===== config.mk =====
export PLATFORM = sky130hd
export DESIGN_NAME = i2c_txn_sequencer
export DESIGN_NICKNAME = d
export VERILOG_FILES = /design/src/rtl/i2c_txn_sequencer.sv
export SDC_FILE = /design/constraint.sdc
export NUM_CORES = 1
export LEC_CHECK = 0
export BUFFER_PORTS_ARGS = -buffer_cell sky130_fd_sc_hd__buf_2
export CORE_ASPECT_RATIO = 0.7
export CORE_UTILIZATION = 48
export CTS_CLUSTER_DIAMETER = 100
export CTS_CLUSTER_SIZE = 20
export DETAILED_ROUTE_END_ITERATION = 10
export PLACE_DENSITY = 0.74
export REMOVE_ABC_BUFFERS = 1
export SLEW_MARGIN = 5
export SYNTH_ARGS = -nofsm -noshare
export SYNTH_HDL_FRONTEND = slang
export SYNTH_SLANG_ARGS = --single-unit

===== constraint.sdc =====
create_clock -name PCLK -period 2 [get_ports PCLK]
set_input_delay 0.3 -clock PCLK [delete_from_list [all_inputs] [get_ports PCLK]]
set_output_delay 0.3 -clock PCLK [all_outputs]
set_load 0.05 [all_outputs]

===== src/rtl/i2c_txn_sequencer.sv =====
// i2c_txn_sequencer
// Transaction-level sequencer sitting between the APB register/FIFO side and
// the I2C byte engine. A start request becomes START, address byte, N data
// bytes (popped from the TX FIFO or pushed into the RX FIFO) and STOP, all as
// byte commands, followed by a single-cycle i2c_done pulse.
// Optional feature: define I2C_SEQ_TIMEOUT_EN to abort any command that the
// engine has not completed within TIMEOUT_CYCLES PCLK cycles.

module i2c_txn_sequencer #(
    parameter int unsigned TIMEOUT_CYCLES = 65535
) (
    input  logic       PCLK,
    input  logic       PRESETn,
    input  logic       start,
    input  logic [7:0] slv_addr,
    input  logic [7:0] byte_cnt,
    input  logic       txff_empty,
    input  logic [7:0] txff_data,
    output logic       txff_rd,
    input  logic       rxff_full,
    output logic       rxff_wr,
    output logic [7:0] rxff_data,
    output logic       cmd_valid,
    output logic [1:0] cmd_op,
    output logic [7:0] cmd_wdata,
    output logic       cmd_mack,
    input  logic       cmd_done,
    input  logic [7:0] cmd_rdata,
    input  logic       cmd_snack,
    output logic       i2c_done,
    output logic       busy,
    output logic       err_nack
);

    typedef enum logic [3:0] {
        S_IDLE,
        S_START,
        S_ADDR,
        S_FETCH,
        S_WRITE,
        S_READ,
        S_PUSH,
        S_STOP,
        S_DONE
    } state_t;

    localparam logic [1:0] OP_START = 2'd0;
    localparam logic [1:0] OP_WRITE = 2'd1;
    localparam logic [1:0] OP_READ  = 2'd2;
    localparam logic [1:0] OP_STOP  = 2'd3;

    // FETCH sub-phases: request a pop, let the FIFO advance, then capture head
    localparam logic [1:0] FP_REQ  = 2'd0;
    localparam logic [1:0] FP_WAIT = 2'd1;

    state_t     state_q;
    logic [7:0] addr_q;
    logic [7:0] cnt_q;
    logic [7:0] cntDec_d;
    logic [1:0] fetchPhase_q;

    logic       txffRd_q;
    logic       rxffWr_q;
    logic [7:0] rxffData_q;
    logic       cmdValid_q;
    logic [1:0] cmdOp_q;
    logic [7:0] cmdWdata_q;
    logic       cmdMack_q;
    logic       i2cDone_q;
    logic       busy_q;
    logic       errNack_q;

    logic       cmdAccept;
    logic       timeoutHit;

    // A command completes only when the engine reports done while we request
    assign cmdAccept = cmdValid_q & cmd_done;

    // Remaining-byte count after one more byte, saturating at zero
    assign cntDec_d = (cnt_q == 8'd0) ? 8'd0 : (cnt_q - 8'd1);

`ifdef I2C_SEQ_TIMEOUT_EN
    localparam logic [15:0] TO_LAST = 16'(TIMEOUT_CYCLES - 1);

    logic [15:0] toCnt_q;

    // Count cycles the current command has been outstanding; restarts per command
    always_ff @(posedge PCLK or negedge PRESETn) begin
        if (!PRESETn) begin
            toCnt_q <= 16'd0;
        end else if (!cmdValid_q) begin
            toCnt_q <= 16'd0;
        end else if (toCnt_q != 16'hFFFF) begin
            toCnt_q <= toCnt_q + 16'd1;
        end
    end

    assign timeoutHit = cmdValid_q && !cmd_done && (toCnt_q >= TO_LAST);
`else
    logic [31:0] unusedTimeoutCycles;

    assign unusedTimeoutCycles = TIMEOUT_CYCLES;
    assign timeoutHit          = 1'b0;
`endif

    // Transaction FSM with all outputs registered
    always_ff @(posedge PCLK or negedge PRESETn) begin
        if (!PRESETn) begin
            state_q      <= S_IDLE;
            addr_q       <= 8'd0;
            cnt_q        <= 8'd0;
            fetchPhase_q <= FP_REQ;
            txffRd_q     <= 1'b0;
            rxffWr_q     <= 1'b0;
            rxffData_q   <= 8'd0;
            cmdValid_q   <= 1'b0;
            cmdOp_q      <= OP_START;
            cmdWdata_q   <= 8'd0;
            cmdMack_q    <= 1'b0;
            i2cDone_q    <= 1'b0;
            busy_q       <= 1'b0;
            errNack_q    <= 1'b0;
        end else begin
            txffRd_q  <= 1'b0;
            rxffWr_q  <= 1'b0;
            i2cDone_q <= 1'b0;

            if (timeoutHit) begin
                cmdValid_q   <= 1'b0;
                errNack_q    <= 1'b1;
                i2cDone_q    <= 1'b1;
                fetchPhase_q <= FP_REQ;
                state_q      <= S_DONE;
            end else begin
                case (state_q)
                    S_IDLE: begin
                        if (start) begin
                            addr_q     <= slv_addr;
                            cnt_q      <= byte_cnt;
                            errNack_q  <= 1'b0;
                            busy_q     <= 1'b1;
                            cmdValid_q <= 1'b1;
                            cmdOp_q    <= OP_START;
                            cmdMack_q  <= 1'b0;
                            state_q    <= S_START;
                        end
                    end

                    S_START: begin
                        if (cmdAccept) begin
                            cmdValid_q <= 1'b0;
                            state_q    <= S_ADDR;
                        end
                    end

                    S_ADDR: begin
                        if (!cmdValid_q) begin
                            cmdValid_q <= 1'b1;
                            cmdOp_q    <= OP_WRITE;
                            cmdWdata_q <= addr_q;
                            cmdMack_q  <= 1'b0;
                        end else if (cmd_done) begin
                            cmdValid_q <= 1'b0;
                            if (cmd_snack) begin
                                errNack_q <= 1'b1;
                                state_q   <= S_STOP;
                            end else if (cnt_q == 8'd0) begin
                                state_q <= S_STOP;
                            end else if (addr_q[0]) begin
                                state_q <= S_READ;
                            end else begin
                                state_q <= S_FETCH;
                            end
                        end
                    end

                    S_FETCH: begin
                        case (fetchPhase_q)
                            FP_REQ: begin
                                if (!txff_empty) begin
                                    txffRd_q     <= 1'b1;
                                    fetchPhase_q <= FP_WAIT;
                                end
                            end
                            FP_WAIT: begin
                                fetchPhase_q <= 2'd2;
                            end
                            default: begin
                                cmdWdata_q   <= txff_data;
                                fetchPhase_q <= FP_REQ;
                                state_q      <= S_WRITE;
                            end
                        endcase
                    end

                    S_WRITE: begin
                        if (!cmdValid_q) begin
                            cmdValid_q <= 1'b1;
                            cmdOp_q    <= OP_WRITE;
                            cmdMack_q  <= 1'b0;
                        end else if (cmd_done) begin
                            cmdValid_q <= 1'b0;
                            cnt_q      <= cntDec_d;
                            if (cmd_snack) begin
                                errNack_q <= 1'b1;
                                state_q   <= S_STOP;
                            end else if (cntDec_d == 8'd0) begin
                                state_q <= S_STOP;
                            end else begin
                                state_q <= S_FETCH;
                            end
                        end
                    end

                    S_READ: begin
                        if (!cmdValid_q) begin
                            cmdValid_q <= 1'b1;
                            cmdOp_q    <= OP_READ;
                            cmdMack_q  <= (cnt_q <= 8'd1);
                        end else if (cmd_done) begin
                            cmdValid_q <= 1'b0;
                            rxffData_q <= cmd_rdata;
                            state_q    <= S_PUSH;
                        end
                    end

                    S_PUSH: begin
                        if (!rxff_full) begin
                            rxffWr_q <= 1'b1;
                            cnt_q    <= cntDec_d;
                            state_q  <= (cntDec_d == 8'd0) ? S_STOP : S_READ;
                        end
                    end

                    S_STOP: begin
                        if (!cmdValid_q) begin
                            cmdValid_q <= 1'b1;
                            cmdOp_q    <= OP_STOP;
                            cmdMack_q  <= 1'b0;
                        end else if (cmd_done) begin
                            cmdValid_q <= 1'b0;
                            i2cDone_q  <= 1'b1;
                            state_q    <= S_DONE;
                        end
                    end

                    S_DONE: begin
                        busy_q  <= 1'b0;
                        state_q <= S_IDLE;
                    end

                    default: begin
                        cmdValid_q <= 1'b0;
                        busy_q     <= 1'b0;
                        state_q    <= S_IDLE;
                    end
                endcase
            end
        end
    end

    assign txff_rd   = txffRd_q;
    assign rxff_wr   = rxffWr_q;
    assign rxff_data = rxffData_q;
    assign cmd_valid = cmdValid_q;
    assign cmd_op    = cmdOp_q;
    assign cmd_wdata = cmdWdata_q;
    assign cmd_mack  = cmdMack_q;
    assign i2c_done  = i2cDone_q;
    assign busy      = busy_q;
    assign err_nack  = errNack_q;

endmodule


==> run_results.csv <==
group,metric,value,unit
run_status,outcome,"complete, no violations",
final_layout,nets,383,
route,drt-pass1-iter-count,5,
floorplan,start_util,51.20,%
logic_synthesis,yosysWarnings,0,
setup_path,start_kind,"register",
clock_network,htree_num_levels,2,
setup_path,end_kind,"register",
logic_synthesis,synth_top_cell_by_area,"dfrtp_1",
place,dpl_cell_area,0.003033,mm^2
place,hpwl,4.477,mm
place,port_buffers,63,
route,drc,0,
sta,slew_viol_final,0,
floorplan,fp-row-count,21,
sta,finalSetupViolCount,0,
setup_path,required,2.23,ns
logic_synthesis,synth-seq-area-share,47.00,%
global_route,grt_pass1_wl,10.11,mm
clock_network,clkLatencyLatePin,0.30,ns
job,drv_cap,0,
logic_synthesis,ys_dominant_reg_cell,"dfrtp_1",
global_route,grt_overflow,0,
pwr,p_per_area,1787,mW/mm^2
floorplan,ios,64,
place,gp_congestion,0.9160,
sta,fmax,502.2,MHz
pwr,vdd_ir_drop_max,0.0009646,V
logic_synthesis,synthTopCellsByArea,"dfrtp_1 47%, mux2_2 8.5%, o21ai_0 5.0%",
final_layout,finalInstanceArea,0.003209,mm^2
logic_synthesis,synthCells,260,
sta,min_period_over_period,99.55,%
setup_path,worstPathArrival,2.22,ns
global_route,grt_max_degree,25,
logic_synthesis,synthArstFlopShare,100.0,%
logic_synthesis,syn_area_per_cell,9.625,um^2
floorplan,die_area,0.005511,mm^2
global_route,grt_use_total,23.77,%
route,wire_per_inst,14.72,um
final_layout,final_cell_mix,"63 x buf_2, 46 x dfrtp_1, 25 x o21ai_0, 25 x buf_4, 23 x nand2_1",
final_layout,syn_to_final_growth,28.25,%
sta,slew_headroom,63.41,%
logic_synthesis,ys_types,45,
final_layout,finalCoreUtilization,65.67,%
sta,finalHoldViolations,0,
clock_network,numCtsBuffers,5,
sta,rsz0062_at_grt,"yes",
floorplan,fp.dieW,88.30,um
clock_network,cts-root-buf,"clkbuf_8",
floorplan,core_area,0.004887,mm^2
place,dp_cells,401,
setup_path,max_stage_delay,0.45,ns
final_layout,antenna_cells,0,
pwr,total_leakage_power,0.001512,uW
final_layout,final_common_cell,"buf_2",
setup_path,worst-path-max-fanout,6,
final_layout,drive_above_1_share,37.03,%
route,ant_nets,0,
logic_synthesis,yosys.area.top_type_share,47.00,%
sta,fin_skew,0.002945,ns
global_route,antenna_found_initial,0,
route,via_per_inst,5.602,
route,drt_iter0_drc,185,
global_route,grt_pass1_vias,2091,
setup_path,crit_chain,"inv_2, ha_4, or3b_4, o22a_1, nor4b_2, a32oi_1, o21ai_1",
clock_network,clockBufferDepth,2,
final_layout,instances_no_fill,412,
sta,layout_min_cycle_time,1.991,ns
clock_network,cts_sinks,47,
setup_path,cp_slowest_cell,"dfrtp_2",
sta,tightest_slew,0.5464,ns
logic_synthesis,ys_seq_elements,47,
route,vias,2308,
floorplan,die_h,62.41,um
route,routed_wl,6.065,mm
clock_network,cts_tree,"yes",
clock_network,path_clk_slew,0.08,ns
logic_synthesis,syn_area,0.002502,mm^2
worst_hold_path,hp-class,"primary input to register",
logic_synthesis,synth-edff-count,0,
setup_path,path_class,"register to register",
[area by class of cell]
cell class / count / area, um^2
Sequential cell: 47 / 1177
Fill cell: 439 / 1678
Inverter: 9 / 33.78
Clock inverter: 2 / 60.06
Clock buffer: 6 / 72.57
Multi-Input combinational cell: 189 / 1246
Timing Repair Buffer: 90 / 533.0
Tap cell: 69 / 86.33
[path summary, 6_finish.rpt]
kind / from / end / slack (ns) / depth (start not counted)
min in group asynchronous: PRESETn / cnt_q[0]$_DFFE_PN0P_ / 0.51 / 2
worst max-delay path: cnt_q[0]$_DFFE_PN0P_ / state_q[2]$_DFFE_PN0P_ / 0.009 / 7
worst min-delay path: txff_empty / txff_rd$_DFF_PN0_ / 0.17 / 2
worst min register to register: cmd_wdata[1]$_DFFE_PN0P_ / cmd_wdata[1]$_DFFE_PN0P_ / 0.48 / 2
worst max register to register: cnt_q[0]$_DFFE_PN0P_ / state_q[2]$_DFFE_PN0P_ / 0.009 / 7
max in group asynchronous: PRESETn / txff_rd$_DFF_PN0_ / 0.97 / 3
[critical path: cells and delay by family, from the launching register on]
kind	cells	cell delay, ns
AND/OR/NAND/NOR	2	0.73
AO/OA/AOI/OAI	3	0.53
flip-flops	1	0.45
adder cells (fa/ha/maj)	1	0.12
buffers and inverters	1	0.09
[report_power, final]
part / internal (uW) / switching, uW / total (uW)
clock network: 499 / 315 / 814
registers: 1370 / 311 / 1680
logic: 1210 / 2020 / 3240
[metrics by stage]
| stage | hold WS [ns] | setup WS [ns] | setup TNS, ns | total power [uW] |
|---|---|---|---|---|
| floorplan | 0.004409 | -0.1190 | -1.024 | 3854 |
| detailed placement | 0.3238 | -0.06055 | -0.1157 | 4810 |
| global placement | 0.3194 | 0.03649 | 0 | 4751 |
| CTS | 0.1613 | 0.02792 | 0 | 5661 |
| global route | 0.1738 | -0.05310 | -0.1196 | 6110 |
| finish | 0.1673 | 0.008908 | 0 | 5734 |
[flip-flops by register name, indices dropped and copies added, names as in the netlist]
signal        cells
addr_q            8
busy              1
cmd_mack          1
cmd_op            2
cmd_valid         1
cmd_wdata         8
cnt_q             8
err_nack          1
fetchPhase_q      2
i2c_done          1
rxff_data         8
rxff_wr           1
state_q           4
txff_rd           1
[routing by layer]
metal  part of all wire (%)  vias to the layer above  track usage, %
met5                      0                        -               0
met4                   0.79                        0           6.250
met3                    7.5                        5           5.152
met2                     45                      104           34.42
met1                     47                     1092           35.97
li1                       -                     1107               -
[kinds of logic (layout without fill, tap and decap cells)]
| family | after synthesis | in the layout | synth area share (%) |
|---|---|---|---|
| AO/OA/AOI/OAI | 74 | 74 | 17.95 |
| flip-flops | 47 | 47 | 47.00 |
| multiplexers | 28 | 28 | 12.15 |
| buffers and inverters | 24 | 107 | 4.100 |
| adder cells (fa/ha/maj) | 2 | 2 | 0.9998 |
| XOR/XNOR | 1 | 1 | 0.3501 |
| AND/OR/NAND/NOR | 84 | 84 | 17.45 |
[Yosys cell counts, types with 3 or more instances]
cell type and n:
dfrtp_1 47, o21ai_0 25, nand2_1 23, nor2_1 21, mux2_2 19, a21oi_1 18
nor3_1 12, clkbuf_1 9, inv_1 9, mux2i_1 9, o211ai_1 7, nor2b_1 6
buf_2 4, nor4_1 4, o21ai_1 4, a22o_1 3, a31oi_1 3, nand3_1 3
[timing repair]
action,CTS,global route
resized for setup,1,6
endpoints found under the setup margin,5,9
buffers inserted,1,1
hold buffers,1,0
endpoints found under the hold margin,23,0
pin swaps,1,5
Note: power is estimated with default switching activity, not from simulation.
